[config.mk]
export PLATFORM = sky130hd
export DESIGN_NAME = ps2_host_tx_flat
export DESIGN_NICKNAME = d
export VERILOG_FILES = /design/src/rtl/ps2_pkg.sv /design/src/rtl/ps2_host_tx_if.sv /design/src/rtl/ps2_line_sync.sv /design/src/rtl/ps2_host_tx.sv /design/src/flat_wrapper.sv
export SDC_FILE = /design/constraint.sdc
export NUM_CORES = 1
export LEC_CHECK = 0
export CAP_MARGIN = 20
export CORE_ASPECT_RATIO = 0.9
export CORE_UTILIZATION = 57
export DETAILED_ROUTE_END_ITERATION = 10
export PLACE_DENSITY = 0.79
export SYNTH_ARGS = -nofsm -noshare
export SYNTH_HDL_FRONTEND = slang
export SYNTH_HIERARCHICAL = 1
export SYNTH_SLANG_ARGS = --single-unit
[constraint.sdc]
create_clock -name clk -period 2.5 [get_ports clk]
set_input_delay 0.25 -clock clk [delete_from_list [all_inputs] [get_ports clk]]
set_output_delay 0.25 -clock clk [all_outputs]
set_load 0.02 [all_outputs]
[src/rtl/ps2_pkg.sv]
// Shared PS/2 definitions: transmitter state encoding, keyboard command/response bytes,
// LED mask bit positions and the odd-parity helper used on the wire.
package ps2_pkg;

  typedef enum logic [2:0] {
    IDLE,
    INHIBIT,
    RTS,
    DATA,
    STOP,
    ACK,
    WAIT_IDLE
  } tx_state_t;

  localparam logic [7:0] CMD_SET_LED = 8'hED;
  localparam logic [7:0] CMD_RESET   = 8'hFF;
  localparam logic [7:0] CMD_ENABLE  = 8'hF4;

  localparam logic [7:0] RSP_ACK    = 8'hFA;
  localparam logic [7:0] RSP_BAT_OK = 8'hAA;

  localparam int LED_SCROLL = 0;
  localparam int LED_NUM    = 1;
  localparam int LED_CAPS   = 2;

  // PS/2 parity bit makes the total count of ones in data+parity odd.
  function automatic logic odd_parity(input logic [7:0] d);
    return ~^d;
  endfunction

endpackage

[src/rtl/ps2_host_tx_if.sv]
// Byte-level request/status handshake between a PS/2 command source and ps2_host_tx.
interface ps2_host_tx_if;

  logic [7:0] tx_data;
  logic       tx_start;
  logic       tx_busy;
  logic       tx_done;
  logic       tx_error;
  logic       rx_inhibit;

  modport master (
    output tx_data, tx_start,
    input  tx_busy, tx_done, tx_error, rx_inhibit
  );

  modport slave (
    input  tx_data, tx_start,
    output tx_busy, tx_done, tx_error, rx_inhibit
  );

endinterface

[src/rtl/ps2_line_sync.sv]
// 2-FF synchronisers for the raw PS/2 clock/data pads plus a registered falling-edge
// strobe on the clock (pad-to-strobe latency 3 clk). Shared with the PS/2 receiver.
module ps2_line_sync (
  input  logic clk,
  input  logic reset,
  input  logic ps2_clk_i,
  input  logic ps2_data_i,
  output logic clk_s,
  output logic data_s,
  output logic clk_fe
);

  logic [1:0] clk_ff;
  logic [1:0] data_ff;
  logic       clk_prev;

  always_ff @(posedge clk) begin
    if (reset) begin
      // NOTE: synchronisers reset to 1 (idle bus) so leaving reset never fakes a falling edge.
      clk_ff   <= 2'b11;
      data_ff  <= 2'b11;
      clk_prev <= 1'b1;
      clk_fe   <= 1'b0;
    end else begin
      clk_ff   <= {clk_ff[0], ps2_clk_i};
      data_ff  <= {data_ff[0], ps2_data_i};
      clk_prev <= clk_ff[1];
      clk_fe   <= clk_prev & ~clk_ff[1];
    end
  end

  assign clk_s  = clk_ff[1];
  assign data_s = data_ff[1];

endmodule

[src/rtl/ps2_host_tx.sv]
// PS/2 host-to-device byte transmitter: inhibit, request-to-send, 8 data + odd parity + stop,
// device ACK check. Optional frame watchdog enabled by defining PS2_HOST_TX_TIMEOUT_EN.
module ps2_host_tx
  import ps2_pkg::*;
#(
  parameter int CLK_HZ     = 14_000_000,
  parameter int INHIBIT_US = 120,
  parameter int TIMEOUT_MS = 15
) (
  input  logic          clk,
  input  logic          reset,
  input  logic          ps2_clk_i,
  input  logic          ps2_data_i,
  output logic          ps2_clk_oe,
  output logic          ps2_data_oe,
  ps2_host_tx_if.slave  tx_if
);

  localparam int INH_CYC = CLK_HZ / 1_000_000 * INHIBIT_US;
  localparam int WD_CYC  = CLK_HZ / 1000 * TIMEOUT_MS;
  // One counter times the inhibit interval and then, when enabled, the frame watchdog.
  localparam int CNT_W   = $clog2(((WD_CYC > INH_CYC) ? WD_CYC : INH_CYC) + 1);

  logic clk_s;
  logic data_s;
  logic clk_fe;

  ps2_line_sync u_sync (
    .clk        (clk),
    .reset      (reset),
    .ps2_clk_i  (ps2_clk_i),
    .ps2_data_i (ps2_data_i),
    .clk_s      (clk_s),
    .data_s     (data_s),
    .clk_fe     (clk_fe)
  );

  tx_state_t        state;
  logic [CNT_W-1:0] cnt;
  logic [3:0]       bitcnt;
  logic [7:0]       shreg;
  logic             parity;
  logic             ack_err;
  logic             busy;
  logic             done;
  logic             error;

  always_ff @(posedge clk) begin
    if (reset) begin
      state       <= IDLE;
      cnt         <= '0;
      bitcnt      <= '0;
      shreg       <= '0;
      parity      <= 1'b0;
      ack_err     <= 1'b0;
      busy        <= 1'b0;
      done        <= 1'b0;
      error       <= 1'b0;
      ps2_clk_oe  <= 1'b0;
      ps2_data_oe <= 1'b0;
    end else begin
      done <= 1'b0;
      unique case (state)
        IDLE: begin
          if (tx_if.tx_start) begin
            shreg      <= tx_if.tx_data;
            parity     <= odd_parity(tx_if.tx_data);
            ps2_clk_oe <= 1'b1;
            busy       <= 1'b1;
            error      <= 1'b0;
            cnt        <= CNT_W'(INH_CYC);
            state      <= INHIBIT;
          end
        end
        INHIBIT: begin
          if (cnt == '0) begin
            ps2_data_oe <= 1'b1;
            ps2_clk_oe  <= 1'b0;
            state       <= RTS;
`ifdef PS2_HOST_TX_TIMEOUT_EN
            cnt         <= CNT_W'(WD_CYC);
`endif
          end else begin
            cnt <= cnt - 1'b1;
          end
        end
        RTS: begin
          if (clk_fe) begin
            ps2_data_oe <= ~shreg[0];
            shreg       <= shreg >> 1;
            bitcnt      <= 4'd1;
            state       <= DATA;
          end
        end
        DATA: begin
          if (clk_fe) begin
            if (bitcnt == 4'd8) begin
              ps2_data_oe <= ~parity;
              state       <= STOP;
            end else begin
              ps2_data_oe <= ~shreg[0];
              shreg       <= shreg >> 1;
              bitcnt      <= bitcnt + 1'b1;
            end
          end
        end
        STOP: begin
          if (clk_fe) begin
            ps2_data_oe <= 1'b0;
            state       <= ACK;
          end
        end
        ACK: begin
          if (clk_fe) begin
            ack_err <= data_s;
            state   <= WAIT_IDLE;
          end
        end
        WAIT_IDLE: begin
          if (clk_s && data_s) begin
            done   <= 1'b1;
            busy   <= 1'b0;
            error  <= ack_err;
            bitcnt <= '0;
            state  <= IDLE;
          end
        end
        default: state <= IDLE;
      endcase

`ifdef PS2_HOST_TX_TIMEOUT_EN
      // Watchdog overrides whatever the frame logic decided this cycle.
      if (state != IDLE && state != INHIBIT) begin
        if (cnt == '0) begin
          ps2_clk_oe  <= 1'b0;
          ps2_data_oe <= 1'b0;
          done        <= 1'b1;
          busy        <= 1'b0;
          error       <= 1'b1;
          bitcnt      <= '0;
          state       <= IDLE;
        end else begin
          cnt <= cnt - 1'b1;
        end
      end
`endif
    end
  end

  assign tx_if.tx_busy    = busy;
  assign tx_if.tx_done    = done;
  assign tx_if.tx_error   = error;
  assign tx_if.rx_inhibit = busy;

endmodule

[src/flat_wrapper.sv]
// flat-port wrapper written by rule: the top's interface ports become plain ports
module ps2_host_tx_flat import ps2_pkg::*;
#(
  parameter int CLK_HZ     = 14_000_000,
  parameter int INHIBIT_US = 120,
  parameter int TIMEOUT_MS = 15
)
  (clk, reset, ps2_clk_i, ps2_data_i, ps2_clk_oe, ps2_data_oe, tx_if_tx_data, tx_if_tx_start, tx_if_tx_busy, tx_if_tx_done, tx_if_tx_error, tx_if_rx_inhibit);
  ps2_host_tx_if tx_if_i ();
  input  logic clk;
  input  logic reset;
  input  logic ps2_clk_i;
  input  logic ps2_data_i;
  output logic ps2_clk_oe;
  output logic ps2_data_oe;
  input wire logic [$bits(tx_if_i.tx_data)-1:0] tx_if_tx_data;
  input wire logic [$bits(tx_if_i.tx_start)-1:0] tx_if_tx_start;
  output wire logic [$bits(tx_if_i.tx_busy)-1:0] tx_if_tx_busy;
  output wire logic [$bits(tx_if_i.tx_done)-1:0] tx_if_tx_done;
  output wire logic [$bits(tx_if_i.tx_error)-1:0] tx_if_tx_error;
  output wire logic [$bits(tx_if_i.rx_inhibit)-1:0] tx_if_rx_inhibit;
  assign tx_if_i.tx_data = tx_if_tx_data;
  assign tx_if_i.tx_start = tx_if_tx_start;
  assign tx_if_tx_busy = tx_if_i.tx_busy;
  assign tx_if_tx_done = tx_if_i.tx_done;
  assign tx_if_tx_error = tx_if_i.tx_error;
  assign tx_if_rx_inhibit = tx_if_i.rx_inhibit;
  ps2_host_tx #(.CLK_HZ(CLK_HZ), .INHIBIT_US(INHIBIT_US), .TIMEOUT_MS(TIMEOUT_MS)) u_core (.clk(clk), .reset(reset), .ps2_clk_i(ps2_clk_i), .ps2_data_i(ps2_data_i), .ps2_clk_oe(ps2_clk_oe), .ps2_data_oe(ps2_data_oe), .tx_if(tx_if_i));
endmodule
* Yosys cells after proc, flatten, opt, wreduce, memory -nomap -nowiden
Index checks and enable logic that the tools add are counted.
** Storage, ports and cells
- Register bits after elaboration :: 46
- Input bits :: 13
- Logic and storage cells :: 95
** Cells by class
- $add $sub $neg :: 2
- Equal/unequal tests :: 17
- Muxes and demuxes :: 37
- Bitwise gates (word level) :: 5
- Reduce and logical (&&, ||, !) cells :: 19
** Operators with widths (count)
- $mux 18 :: 2
- $pmux 18 s2 :: 1
- $mux 8 :: 4
- $mux 3 :: 8
- $pmux 8 s3 :: 1
- $pmux 3 s7 :: 1
- $logic_not 18->1 :: 1
- $sub 18x1->18 const B :: 1
- $mux 4 :: 4
- $reduce_and 5->1 :: 3
- $ne 2x2->1 const B :: 7
- $pmux 4 s3 :: 1
- $mux 1 :: 11
- $eq 3x3->1 const B :: 3
- $reduce_and 3->1 :: 3
- $reduce_and 8->1 :: 1
- $reduce_xnor 8->1 :: 1
- $eq 3x2->1 const B :: 2
- $ne 2x1->1 const B :: 3
- $pmux 1 s2 :: 3
- $reduce_bool 3->1 :: 2
- $add 4x1->4 const B :: 1
- $eq 4x4->1 const B :: 1
- $not 1->1 :: 4
- 9 further kinds :: 11

* Longest topological paths before layout
- Word-level depth :: 4
- Gate-level depth with buffers :: 7
- Mapped depth without buffers :: 7

* Modules after synthesis
Netlist, hierarchy kept.
** Modules (own cells, without submodules)
- ps2_host_tx :: times used 1, cells an instance 253, area an instance 2153.3 um2, seq. area each 800.8 um2
- ps2_line_sync :: times used 1, cells an instance 12, area an instance 158.9 um2, seq. area each 120.1 um2

* Worst setup path before layout
Ideal clock, no wire load.
- Path type :: register -> register
- Start :: reg u_core.bitcnt[0]
- End :: reg u_core.bitcnt[3]
- Arrival :: 1.670 ns
- Data required time :: 2.430 ns
- Slack :: 0.759 ns
- Stages on the path, launching flop included :: 8
- Cell sequence :: dfxtp_1 -> inv_1 -> ha_1 -> and3b_1 -> nor2_1 -> o21ai_1 -> or4_1 -> a21oi_1
** Between the ends
- Word-level cells in the longest chain between the ends :: 4
- Elaborated cells on any way between the ends :: 7
- Classes of those cells :: add/sub (1); eq/ne (2); mux (3); reduce/logical (1)
** Ends and longest elaborated chain
- start: declaration :: line ps2_host_tx.sv:40 : logic [3:0] bitcnt;
- start signal: assignment :: line ps2_host_tx.sv:103 : bitcnt <= bitcnt + 1'b1;
- $add 4x1->4 :: line ps2_host_tx.sv:103
- $mux 4 :: line ps2_host_tx.sv:97 : if (bitcnt == 4'd8) begin
- $mux 4 :: line ps2_host_tx.sv:96 : if (clk_fe) begin
- $pmux 4 s3 :: line ps2_host_tx.sv:63 : unique case (state)
Parallel ways exist; a longest one is shown, timed or not. The select of a mux whose other input is x is not followed.
A chain may end at the register's enable or synchronous reset.

* Final worst setup path
- Start :: reg u_core.state[2]
- End :: reg u_core.bitcnt[3]
** Between the ends
- Word-level cells in the longest chain between the ends :: 3
- Elaborated cells on any way between the ends :: 10
- Classes of those cells :: eq/ne (7); mux (1); reduce/logical (2)
** Ends and longest elaborated chain
- start: declaration :: line ps2_host_tx.sv:38 : tx_state_t state;
- start signal: assignment :: line ps2_host_tx.sv:50 : state <= IDLE;
- start signal: assignment :: line ps2_host_tx.sv:72 : state <= INHIBIT;
- start signal: assignment :: line ps2_host_tx.sv:79 : state <= RTS;
- $eq 3x2->1 / $eq 3x3->1 (equally long branches) :: line ps2_host_tx.sv:63
- $ne 2x2->1 (no line), or another cell as far along
- $reduce_and 5->1 (no line)
Parallel ways exist; a longest one is shown, timed or not.

==> flow_metrics.py <==
metrics = {
    "global_routing": {
        "grt_overflow_total": 0,
        "antenna_found_initial": 0,
        "grt_pass1_vias": 1823,
        "grt_pass1_wl_microns": 8080,
        "grtUsageTotal": 0.230,
        "grt_max_degree": 22,
    },
    "cts": {
        "clk_pin_slew_worst_paths_ns": 0.08,
        "post-cts-setup-buffers": 0,
        "ctsResizeCount": 0,
        "cts_tree": "yes",
        "clock-root-buffer": "clkbuf_8",
        "ctsLongestPathBuffers": 2,
        "cts_buffers": 5,
        "cts_sinks": 46,
        "holdBufCountCts": 0,
        "clk-insertion-delay-late_ns": 0.30,
        "htreeDepth": 2,
    },
    "setup_path": {
        "critical_path_class": "flip-flop to flip-flop",
        "slowest_stage": "dfxtp_1",
        "arrival_ns": 2.28,
        "cp-start-kind": "flip-flop",
        "r2r_end": "u_core/bitcnt[3]$_SDFFE_PP0P_",
        "cp_data_required_time_ns": 2.74,
        "worstRegToRegCells": 5,
        "cp_max_fo": 18,
        "critPathMaxStageDelay_ns": 0.69,
        "r2r_setup_slack_ns": 0.46,
        "r2r_start": "u_core/state[2]$_SDFFE_PP0P_",
        "crit_family": "simple AND/OR/NAND/NOR gates",
        "endpoint_kind": "flip-flop",
        "path_cells": "nand3_1, a21oi_1, o21ai_1, or4_1, a21oi_1",
        "cp_num_buf_inv": 0,
        "worst_path_most_repeated_cell": "a21oi_1",
    },
    "placed_design": {
        "placed_area_sq_um": 2530,
        "gp_congestion": 0.844,
        "io_buffers": 18,
        "dpl.cell_count": 320,
        "place_ws_ns": 0.498,
        "dp_hpwl_microns": 3250,
    },
    "timing": {
        "worst_pin_slew_ns": 0.576,
        "finalSetupViolations": 0,
        "hold_viol": 0,
        "rsz0062_at_grt": "no",
        "period_share": 0.817,
        "fin_worst_skew_ns": 0.00890,
        "fin_crit_ns": 2.04,
        "maxSlewHeadroom": 0.616,
        "fmax_mhz": 490,
        "finalWorstSetupSlack_ns": 0.458,
        "drv_slew": 0,
        "whs_ns": 0.409,
        "tns_ns": 0,
    },
    "synth": {
        "yosys_warnings": 6,
        "synth_area_leaders": "dfxtp_1, a21oi_1, nor2_1",
        "ys_seq_elements": 46,
        "syn_inst": 265,
        "async_reset_ff_frac": 0,
        "synth.avg_cell_area_sq_um": 8.73,
        "synth-edff-count": 0,
        "syn-num-nets": 281,
        "synth_cell_types": 47,
        "synth_flop_cell": "dfxtp_1",
        "synth_common_cells": "dfxtp_1, nor2_1, a21oi_1",
        "ys_seq_area_frac": 0.398,
        "netlist_area_sq_um": 2310,
        "yosysMostFrequentCell": "dfxtp_1",
        "yosys.area.top_type_share": 0.398,
        "yosys.area.top_type": "dfxtp_1",
    },
    "routing": {
        "wl_per_cell_microns": 13.9,
        "drt_iter0_markers": 89,
        "dr.pass1.iters": 4,
        "routed_wl_microns": 4560,
        "route.detailed.drc": 0,
        "ant_nets": 0,
        "vias": 1939,
        "drt-vias-per-instance": 5.91,
    },
    "outcome": {
        "status": "finished clean",
    },
    "die": {
        "core_sq_um": 3810,
        "row_count": 21,
        "start_util": 0.607,
        "die_area_sq_um": 4320,
        "die_y_microns": 62.4,
        "num_io_pins": 19,
        "die_w_microns": 69.1,
    },
    "hold_path": {
        "hp-start": "u_core/u_sync/data_ff[0]$_SDFF_PP1_",
        "hold_path.class": "flip-flop to flip-flop",
        "min_to": "u_core/u_sync/data_ff[1]$_SDFF_PP1_",
        "holdPathStages": 1,
    },
    "power_and_ir_drop": {
        "p_leak_nw": 0.997,
        "p_total_mw": 2.97,
        "power_density_nw_per_um2": 1130,
        "power_frac_seq": 0.366,
        "switching_power_mw": 1.22,
        "power.internal_mw": 1.75,
        "combPwrFrac": 0.451,
        "ir_drop_mv": 0.655,
        "power.share.switching": 0.410,
        "clockPowerShare": 0.183,
    },
    "cells_and_area": {
        "stdcell_count": 328,
        "diodes": 0,
        "area_delta_synth_final_pct": 14.1,
        "post-route-util": 0.693,
        "nets": 297,
        "drive_above_1_share": 0.103,
        "seqCellArea_sq_um": 921,
        "final_cell_area_sq_um": 2640,
        "multi_input_comb_area_sq_um": 1300,
        "fillers": 301,
    },
    "flow_run": {
        "cap_violations": 0,
    },
}
## placed cells by master, fill, tap and decap left out, types with 4 or more instances in the layout
cell             count
nand3_1              8
mux2i_1              9
a21oi_1             21
or4_1                6
nor2_1              26
o21ai_0             15
inv_1               11
mux2_2               8
nand2_1             18
dfxtp_1             46
xor2_1               4
and3_1               6
or2_1                5
xnor2_1             10
clkdlybuf4s50_1     18
clkbuf_8             5
or3_1                8
## worst max-delay path by stage
stage	to	depth (start not counted)	from	slack [ns]
2_1_floorplan	u_core/bitcnt[3]$_SDFFE_PP0P_	7	u_core/bitcnt[0]$_SDFFE_PP0P_	0.76
3_3_place_gp	u_core/bitcnt[3]$_SDFFE_PP0P_	5	u_core/state[2]$_SDFFE_PP0P_	0.56
3_5_place_dp	u_core/bitcnt[3]$_SDFFE_PP0P_	5	u_core/state[2]$_SDFFE_PP0P_	0.50
4_1_cts	u_core/bitcnt[3]$_SDFFE_PP0P_	5	u_core/state[2]$_SDFFE_PP0P_	0.47
5_1_grt	u_core/bitcnt[3]$_SDFFE_PP0P_	5	u_core/state[2]$_SDFFE_PP0P_	0.28
6_report	u_core/bitcnt[3]$_SDFFE_PP0P_	5	u_core/state[2]$_SDFFE_PP0P_	0.46
## logic make-up after synthesis
family                   Yosys count  synth area share
adder cells (fa/ha/maj)            3            0.0162
AND/OR/NAND/NOR                  102             0.249
AO/OA/AOI/OAI                     61             0.167
XOR/XNOR                          14            0.0530
buffers and inverters             22            0.0384
flip-flops                        46             0.398
multiplexers                      17            0.0779
## power groups by stage
stage               Clock [mW]  Combinational, mW  Sequential [mW]
floorplan                    0               1.08             1.05
global placement             0               1.30             1.10
detailed placement           0               1.32             1.10
CTS                      0.553               1.33             1.09
global route             0.583               1.51             1.12
finish                   0.543               1.34             1.09
## flip-flops by register name, indices dropped and copies added (netlist names)
name,cells
u_core/shreg,8
u_core/u_sync/data_ff,2
u_core/ack_err,1
u_core/tx_if.tx_done,1
u_core/tx_if.rx_inhibit,1
u_core/u_sync/clk_ff,2
u_core/ps2_clk_oe,1
u_core/u_sync/clk_fe,1
u_core/ps2_data_oe,1
u_core/state,3
u_core/bitcnt,4
u_core/cnt,18
u_core/parity,1
u_core/tx_if.tx_error,1
u_core/u_sync/clk_prev,1
## layer usage
layer / up-vias / global-route usage / part of all wire / routed length (microns)
li1: 982 / - / - / -
met1: 896 / 0.319 / 0.50 / 2280
met2: 49 / 0.352 / 0.44 / 2010
met3: 12 / 0.0387 / 0.038 / 173
met4: 0 / 0.0995 / 0.021 / 94
met5: - / 0 / 0 / 0
## cell type report
cell class | count | share of cell area
well taps | 46 | 0.0218
flip-flops and latches | 46 | 0.349
inverters | 11 | 0.0156
clock inverters | 3 | 0.0152
clock buffers | 5 | 0.0261
multi-input cells | 197 | 0.494
repair buffers | 20 | 0.0787
Power figures use the tool's default switching activity.
